$ cat config.mk
export PLATFORM = sky130hd
export DESIGN_NAME = weight_mux_accum
export DESIGN_NICKNAME = d
export VERILOG_FILES = /design/src/rtl/weight_mux_accum.sv
export SDC_FILE = /design/constraint.sdc
export NUM_CORES = 1
export LEC_CHECK = 0
export ABC_AREA = 1
export CORE_AREA = 5 5 225 227
export CTS_BUF_LIST = sky130_fd_sc_hd__clkbuf_2
export DETAILED_ROUTE_END_ITERATION = 8
export DIE_AREA = 0 0 230 232
export PLACE_DENSITY_LB_ADDON = 0.05
export SYNTH_ARGS = -nofsm -noshare
export SYNTH_HDL_FRONTEND = slang
export SYNTH_SLANG_ARGS = --single-unit
$ cat constraint.sdc
create_clock -name clk -period 14.15 [get_ports clk]
set_clock_uncertainty 0.2 [all_clocks]
set_input_delay 2.83 -clock clk [delete_from_list [all_inputs] [get_ports clk]]
set_output_delay 2.83 -clock clk [all_outputs]
set_load 0.02 [all_outputs]
$ cat src/rtl/weight_mux_accum.sv
// rtl/weight_mux_accum.sv - time-multiplexed signed weight-select accumulator
//
// Computes field_out = sum_i c_i, where c_i = (z[i]^o[i]) ? (z[i] ? W[i] : -W[i]) : 0,
// consuming LANES entries per cycle into a single accumulator.
//
// Optional feature macro: WMUX_ACC_SAT_EN (saturating accumulator plus sticky sat_flag).
// With the macro undefined the accumulator wraps and sat_flag stays 0.
//
// Ports:
//   clk        rising-edge clock
//   rst        asynchronous, active-high reset
//   start      begin a new accumulation (sampled in IDLE only)
//   z_out      spin-state vector A (captured at start)
//   o_out      spin-state vector B (captured at start)
//   W          signed weights, entry i at W[i*W_WIDTH +: W_WIDTH]; held stable by the caller
//   busy       high while accumulating
//   done       one-cycle pulse, field_out valid from this cycle
//   field_out  signed accumulated sum, held until the next result
//   sat_flag   sticky per run: accumulator clipped

module weight_mux_accum #(
    parameter int OUTPUTS   = 16,
    parameter int LANES     = 4,
    parameter int W_WIDTH   = 32,
    parameter int ACC_WIDTH = 40
) (
    input  logic                         clk,
    input  logic                         rst,
    input  logic                         start,
    input  logic [OUTPUTS-1:0]           z_out,
    input  logic [OUTPUTS-1:0]           o_out,
    input  logic [OUTPUTS*W_WIDTH-1:0]   W,
    output logic                         busy,
    output logic                         done,
    output logic [ACC_WIDTH-1:0]         field_out,
    output logic                         sat_flag
);

    localparam int CHUNKS = (OUTPUTS + LANES - 1) / LANES;
    localparam int IDX_W  = (CHUNKS > 1) ? $clog2(CHUNKS) : 1;
    // Chunk table is padded to a power-of-two depth so idx indexes it at its natural width.
    localparam int DEPTH  = 1 << IDX_W;
`ifdef WMUX_ACC_SAT_EN
    localparam int LS_W   = ACC_WIDTH + 1;
`else
    localparam int LS_W   = ACC_WIDTH;
`endif

    typedef enum logic [1:0] {S_IDLE, S_ACCUM, S_DONE} state_t;

    state_t                 state, state_next;
    logic [OUTPUTS-1:0]     z_q, o_q;
    logic [ACC_WIDTH-1:0]   acc, acc_next;
    logic [IDX_W-1:0]       idx;
    logic                   clip;

    // Padding lanes carry z=o=0 and therefore contribute nothing.
    logic [DEPTH-1:0][LANES-1:0]              z_ch, o_ch;
    logic [DEPTH-1:0][LANES-1:0][W_WIDTH-1:0] w_ch;

    assign z_ch = (DEPTH*LANES)'(z_q);
    assign o_ch = (DEPTH*LANES)'(o_q);
    assign w_ch = (DEPTH*LANES*W_WIDTH)'(W);

    logic [W_WIDTH:0]  w_ext, term;
    logic [LS_W-1:0]   lane_sum;

    // Negation at W_WIDTH+1 bits keeps -(most negative weight) representable.
    always_comb begin
        lane_sum = '0;
        w_ext    = '0;
        term     = '0;
        for (int l = 0; l < LANES; l++) begin
            w_ext = {w_ch[idx][l][W_WIDTH-1], w_ch[idx][l]};
            if (z_ch[idx][l] ^ o_ch[idx][l])
                term = z_ch[idx][l] ? w_ext : -w_ext;
            else
                term = '0;
            lane_sum = lane_sum + {{(LS_W-W_WIDTH-1){term[W_WIDTH]}}, term};
        end
    end

`ifdef WMUX_ACC_SAT_EN
    logic [ACC_WIDTH+1:0] sum_full;

    // Result fits ACC_WIDTH exactly when the top three bits agree.
    always_comb begin
        sum_full = {{2{acc[ACC_WIDTH-1]}}, acc} + {lane_sum[ACC_WIDTH], lane_sum};
        clip     = (sum_full[ACC_WIDTH+1] != sum_full[ACC_WIDTH-1]) ||
                   (sum_full[ACC_WIDTH]   != sum_full[ACC_WIDTH-1]);
        if (clip)
            acc_next = sum_full[ACC_WIDTH+1] ? {1'b1, {(ACC_WIDTH-1){1'b0}}}
                                             : {1'b0, {(ACC_WIDTH-1){1'b1}}};
        else
            acc_next = sum_full[ACC_WIDTH-1:0];
    end
`else
    always_comb begin
        clip     = 1'b0;
        acc_next = acc + lane_sum;
    end
`endif

    always_comb begin
        state_next = state;
        busy       = 1'b0;
        done       = 1'b0;
        case (state)
            S_IDLE:  if (start) state_next = S_ACCUM;
            S_ACCUM: begin
                busy = 1'b1;
                if (idx == IDX_W'(CHUNKS-1)) state_next = S_DONE;
            end
            S_DONE:  begin
                done       = 1'b1;
                state_next = S_IDLE;
            end
            default: state_next = S_IDLE;
        endcase
    end

    always_ff @(posedge clk or posedge rst) begin
        if (rst) begin
            state     <= S_IDLE;
            z_q       <= '0;
            o_q       <= '0;
            acc       <= '0;
            idx       <= '0;
            field_out <= '0;
            sat_flag  <= 1'b0;
        end else begin
            state <= state_next;
            case (state)
                S_IDLE: if (start) begin
                    z_q      <= z_out;
                    o_q      <= o_out;
                    acc      <= '0;
                    idx      <= '0;
                    sat_flag <= 1'b0;
                end
                S_ACCUM: begin
                    acc      <= acc_next;
                    idx      <= idx + 1'b1;
                    sat_flag <= sat_flag | clip;
                    // Publish on the way into DONE so the result is valid with the done pulse.
                    if (idx == IDX_W'(CHUNKS-1)) field_out <= acc_next;
                end
                default: ;
            endcase
        end
    end

endmodule

**Word level (Yosys, flattened, before mapping)**

Cells that the tools add are included.

- $add $sub $neg: 9
- Multiply operators: 0
- Div/mod/pow operators: 0
- Order comparisons: 1
- Equality and inequality tests: 5
- Shifts and indexed selects: 0
- Muxes and demuxes: 23
- Bitwise gates (word level): 4
- Reduce and logical (&&, ||, !) cells: 6

Operator list:

| cell | number |
|---|---|
| $mux W33 | 8 |
| $bmux W128 S2 | 1 |
| $neg A33 Y33 | 4 |
| $mux W128 | 1 |
| $pmux W40 S2 | 1 |
| $add A40 B40 Y40 | 1 |
| $mux W40 | 1 |
| $add A35 B33 Y36 | 1 |
| $add A34 B33 Y35 | 1 |
| $add A33 B33 Y34 | 1 |
| $bmux W4 S2 | 2 |
| $mux W4 | 2 |
| $pmux W2 S2 | 2 |
| $reduce_and A2 Y1 | 4 |
| $mux W2 | 3 |
| $eq A2 B2 Y1 const B | 2 |
| $ne A2 B2 Y1 const B | 2 |
| $xor A1 B1 Y1 | 4 |
| $lt A2 B3 Y1 const B | 1 |
| $add A2 B1 Y2 const B | 1 |
| $eq A2 B1 Y1 const B | 1 |
| $logic_not A2 Y1 | 1 |
| $mux W1 | 2 |
| $reduce_bool A2 Y1 | 1 |

- Bits in registers: 116
- Latch bits: 0
- Memory bits (writable): 0
- Memory bits (read-only): 0
- Input bits: 547
- Output and inout bits: 43
- Word-level logic and storage cells: 54
- Memories kept: 0

**Longest topological paths before layout**

- Depth in word-level cells: 10
- Mapped depth: 45
- Mapped depth without buffers: 42

**Least setup slack after synthesis**

No wires, ideal clock.

- Kind: input port to flip-flop
- Start: in W[160]
- End: reg acc[21]
- Setup time: 0.120 ns
- Arrival time: 8.011 ns
- Setup slack: 5.820 ns
- Stages on the path: 32
- Path through: nand2_1 > a32oi_1 > inv_1 > ha_1 > nand3_1 > inv_1 > nand2_1 > inv_1 > o21bai_1 > a21oi_1 > fa_1 > inv_1 > fa_1 > inv_1 > ha_1 > nand2_1 > nor2_1 > inv_1 > o21ai_0 > a21oi_1 > o21ai_0 > nand2_1 > nand3_1 > nand2_1 > ha_1 > a21o_1 > nor2_1 > a21boi_0 > o21ai_0 > or2_2 > nand3_1 > nand2_1

- Word-level cells in the longest chain between the ends: 10

RTL lines:

| element | RTL line | text |
|---|---|---|
| from (decl) | 32 | `input logic [OUTPUTS*W_WIDTH-1:0] W,` |
| $bmux W128 S2 * | 74 | `w_ext = {w_ch[idx][l][W_WIDTH-1], w_ch[idx][l]};` |
| $mux W128 * | - |  |
| $neg A33 Y33 | 76 | `term = z_ch[idx][l] ? w_ext : -w_ext;` |
| $mux W33 * | 76 |  |
| $mux W33 * | 75 | `if (z_ch[idx][l] ^ o_ch[idx][l])` |
| $add A33 B33 Y34 * | 79 | `lane_sum = lane_sum + {{(LS_W-W_WIDTH-1){term[W_WIDTH]}}, term};` |
| $add A34 B33 Y35 * | 79 |  |
| $add A35 B33 Y36 * | 79 |  |
| $add A40 B40 Y40 * | 100 | `acc_next = acc + lane_sum;` |
| $pmux W40 S2 * | 133 | `case (state)` |
| to (signal assigned) | 142 | `acc <= acc_next;` |
| to (decl) | 53 | `logic [ACC_WIDTH-1:0] acc, acc_next;` |

Every way passes the cells marked *; elsewhere a longest branch is shown, timed or not. The select of a mux whose other input is x is not followed.
A chain may end at the register's enable or synchronous reset.

**Final worst setup path**

- Start: in W[65]
- End: reg field_out[36]

- Word-level cells in the longest chain between the ends: 8

RTL lines:

| element | RTL line | text |
|---|---|---|
| $bmux W128 S2 * | 74 |  |
| $mux W128 * | - |  |
| $neg A33 Y33 | 76 |  |
| $mux W33 * | 76 |  |
| $mux W33 * | 75 |  |
| $add A34 B33 Y35 * | 79 |  |
| $add A35 B33 Y36 * | 79 |  |
| $add A40 B40 Y40 * | 100 |  |
| to (signal assigned) | 146 | `if (idx == IDX_W'(CHUNKS-1)) field_out <= acc_next;` |
| to (decl) | 35 | `output logic [ACC_WIDTH-1:0] field_out,` |

Marked as above.

==> flow_metrics.env <==
export IMPL_post_cts_buffers=0
export IMPL_crit_slowest_cell="o21ai_0"
export IMPL_critPathCaptureType="flip-flop"
export IMPL_crit_type="in -> reg"
export IMPL_synth_cell_types=60
export IMPL_crit_arrival_ns=10.16
export IMPL_synth_ff_type="dfrtp_1"
export IMPL_clock_path_buffers=2
export IMPL_cts_tree="built"
export IMPL_synthCells=3572
export IMPL_io_buffers=588
export IMPL_vias=25170
export IMPL_cts_hold_buf=0
export IMPL_finalCritPeriodShare_pct=68.72
export IMPL_viasPerCell=5.340
export IMPL_area_growth_pct=31.30
export IMPL_grt_met1_usage_pct=45.33
export IMPL_synth_edf_count=0
export IMPL_place_inst=4659
export IMPL_dpl_hpwl_mm=82.99
export IMPL_netlist_top_cells_area="nand2_1 23%, dfrtp_1 14%, nand3_1 8.1%"
export IMPL_busiest_layer="met2"
export IMPL_yosysWarnings=0
export IMPL_grt_pass1_wl_mm=145.6
export IMPL_dieWidth_um=230
export IMPL_ys_seq_area_share_pct=14.30
export IMPL_num_rows=81
export IMPL_final_cell_mix="1,266 x nand2_1, 588 x clkdlybuf4s50_1, 423 x inv_1"
export IMPL_grt_max_degree=200
export IMPL_crit_fanout=5
export IMPL_drv_slew=0
export IMPL_layoutNonFillerInstCount=4713
export IMPL_ant_nets=0
export IMPL_clock_fmax_mhz=102.8
export IMPL_finalSetupTns_ns=0
export IMPL_hold_path_class="reg -> reg"
export IMPL_yosys_area_top_type_share_pct=23.41
export IMPL_drv_cap=0
export IMPL_first_global_vias=23820
export IMPL_drt_total_wl_mm=98.54
export IMPL_grtUsageTotal_pct=35.40
export IMPL_tightestPinTransition_ns=1.108
export IMPL_fin_nets=4752
export IMPL_timing_final_crit_period_ns=9.724
export IMPL_antenna_found_initial=29
export IMPL_core_um2=48440
export IMPL_htree_num_levels=4
export IMPL_grtUsageMet2_pct=58.27
export IMPL_initial_core_util_pct=41.91
export IMPL_critPathMaxStageDelay_ns=0.64
export IMPL_die_h_um=232
export IMPL_cts_sinks=116
export IMPL_outcome="completed"
export IMPL_die_area_um2=53360
export IMPL_setup_viol=0
export IMPL_drc=0
export IMPL_holdWs_ns=0.2944
export IMPL_async_reset_ff_share_pct=100.0
export IMPL_r2r_slack_ns=4.47
export IMPL_overflow=0
export IMPL_clk_latency_ns=0.74
export IMPL_final_common_cell="nand2_1"
export IMPL_clock_root_buffer="clkbuf_2"
export IMPL_place_gp_congestion=1.025
export IMPL_clk_pin_slew_ns=0.19
export IMPL_grtUsageMet3_pct=6.774
export IMPL_syn_area_per_cell_um2=5.683
export IMPL_cts_resized=0
export IMPL_drt_iter0_markers=2244
export IMPL_setup_worst_path_start_class="input port"
export IMPL_cpMostUsedCell="nand2_1"
export IMPL_timing_slew_headroom_pct=25.95
export IMPL_hold_viol=0
export IMPL_wl_per_cell_um=20.91
export IMPL_syn_nets=4268
export IMPL_first_pass_iters=5
export IMPL_required_ns=14.59
export IMPL_fillCellCount=5227
export IMPL_synth_top_cell_by_area="nand2_1"
export IMPL_cts_buffers=17
export IMPL_pin_count=590
export IMPL_ys_ff_latch=116
export IMPL_rsz0062_at_grt="false"
export IMPL_drive_gt1_share_pct=3.416
export IMPL_syn_area_um2=20300
final timing paths:
check	from	endpoint	cells past startpoint
max in group asynchronous	rst	field_out[18]$_DFFE_PP0P_	3
worst max-delay path	W[65]	field_out[36]$_DFFE_PP0P_	35
worst min register to register	z_ch[9]$_DFFE_PP0P_	z_ch[9]$_DFFE_PP0P_	2
min in group asynchronous	rst	z_ch[4]$_DFFE_PP0P_	2
worst min-delay path	z_ch[9]$_DFFE_PP0P_	z_ch[9]$_DFFE_PP0P_	2
worst max register to register	idx[0]$_DFFE_PP0P_	field_out[36]$_DFFE_PP0P_	33
Yosys cell counts, types with 9 or more instances:
master and number:
dfrtp_1 116, o21a_1 13, nor2_1 312, nor3_1 23, nand2_1 1266, buf_2 72
or2_2 11, inv_1 424, ha_1 81, inv_2 16, buf_6 22, xnor2_1 26
buf_4 16, a31oi_1 21, xor2_1 55, fa_1 68, a21oi_1 247, o21bai_1 21
o21ai_0 168, clkbuf_1 27, o21ai_1 85, nand3_1 328, nor2_2 20, a21o_1 9
nand4_1 34, nand3b_1 9
sequential cells by signal, summed over array words and instances (netlist names):
name,count
acc,40
state,2
field_out,40
o_ch,16
z_ch,16
idx,2
kinds of logic (layout without fill, tap and decap cells):
group | count (synthesis) | after routing | synth area share [%]
flops | 116 | 116 | 14.30
simple gates | 2036 | 2036 | 41.46
other cells | 1 | 23 | 0.01847
compound gates | 607 | 607 | 16.69
xor+xnor | 81 | 81 | 3.495
buf+inv | 582 | 1079 | 12.34
fa+ha+maj | 149 | 149 | 11.70
final cells by class:
cell class	instances	area [um2]	area share [%]
multi-input combinational	2874	14920	55.98
timing repair buffer	604	6018	22.58
sequential	116	2910	10.92
inverter	443	1673	6.276
tap	622	778.2	2.920
clock inverter	14	209.0	0.7839
clock buffer	18	90.09	0.3380
antenna	22	55.05	0.2065
stage by stage:
step / util (%) / area [um2] / worst slack, ns
final: 55.02 / 26650 / 4.426
after global routing: 55.02 / 26650 / 3.808
after CTS: 54.91 / 26600 / 4.439
after detailed placement: 54.29 / 26300 / 3.702
after global placement: 54.29 / 26300 / 3.851
after floorplan: - / 20300 / 5.820
per-layer routing:
| layer | up-vias | part of all wire [%] |
|---|---|---|
| met5 | - | 0.088 |
| li1 | 12420 | - |
| met2 | 1067 | 45 |
| met1 | 11500 | 41 |
| met4 | 12 | 4.7 |
| met3 | 159 | 8.3 |
worst max-delay path: cells and delay by family:
family,cells,cell delay (ns)
buf+inv,8,0.96
compound gates,6,1.80
fa+ha+maj,5,2.04
simple gates,16,2.51
Power is left out: the tool's default activity adds up to more than one toggle a clock period on the data nets, which glitch-free logic cannot reach.
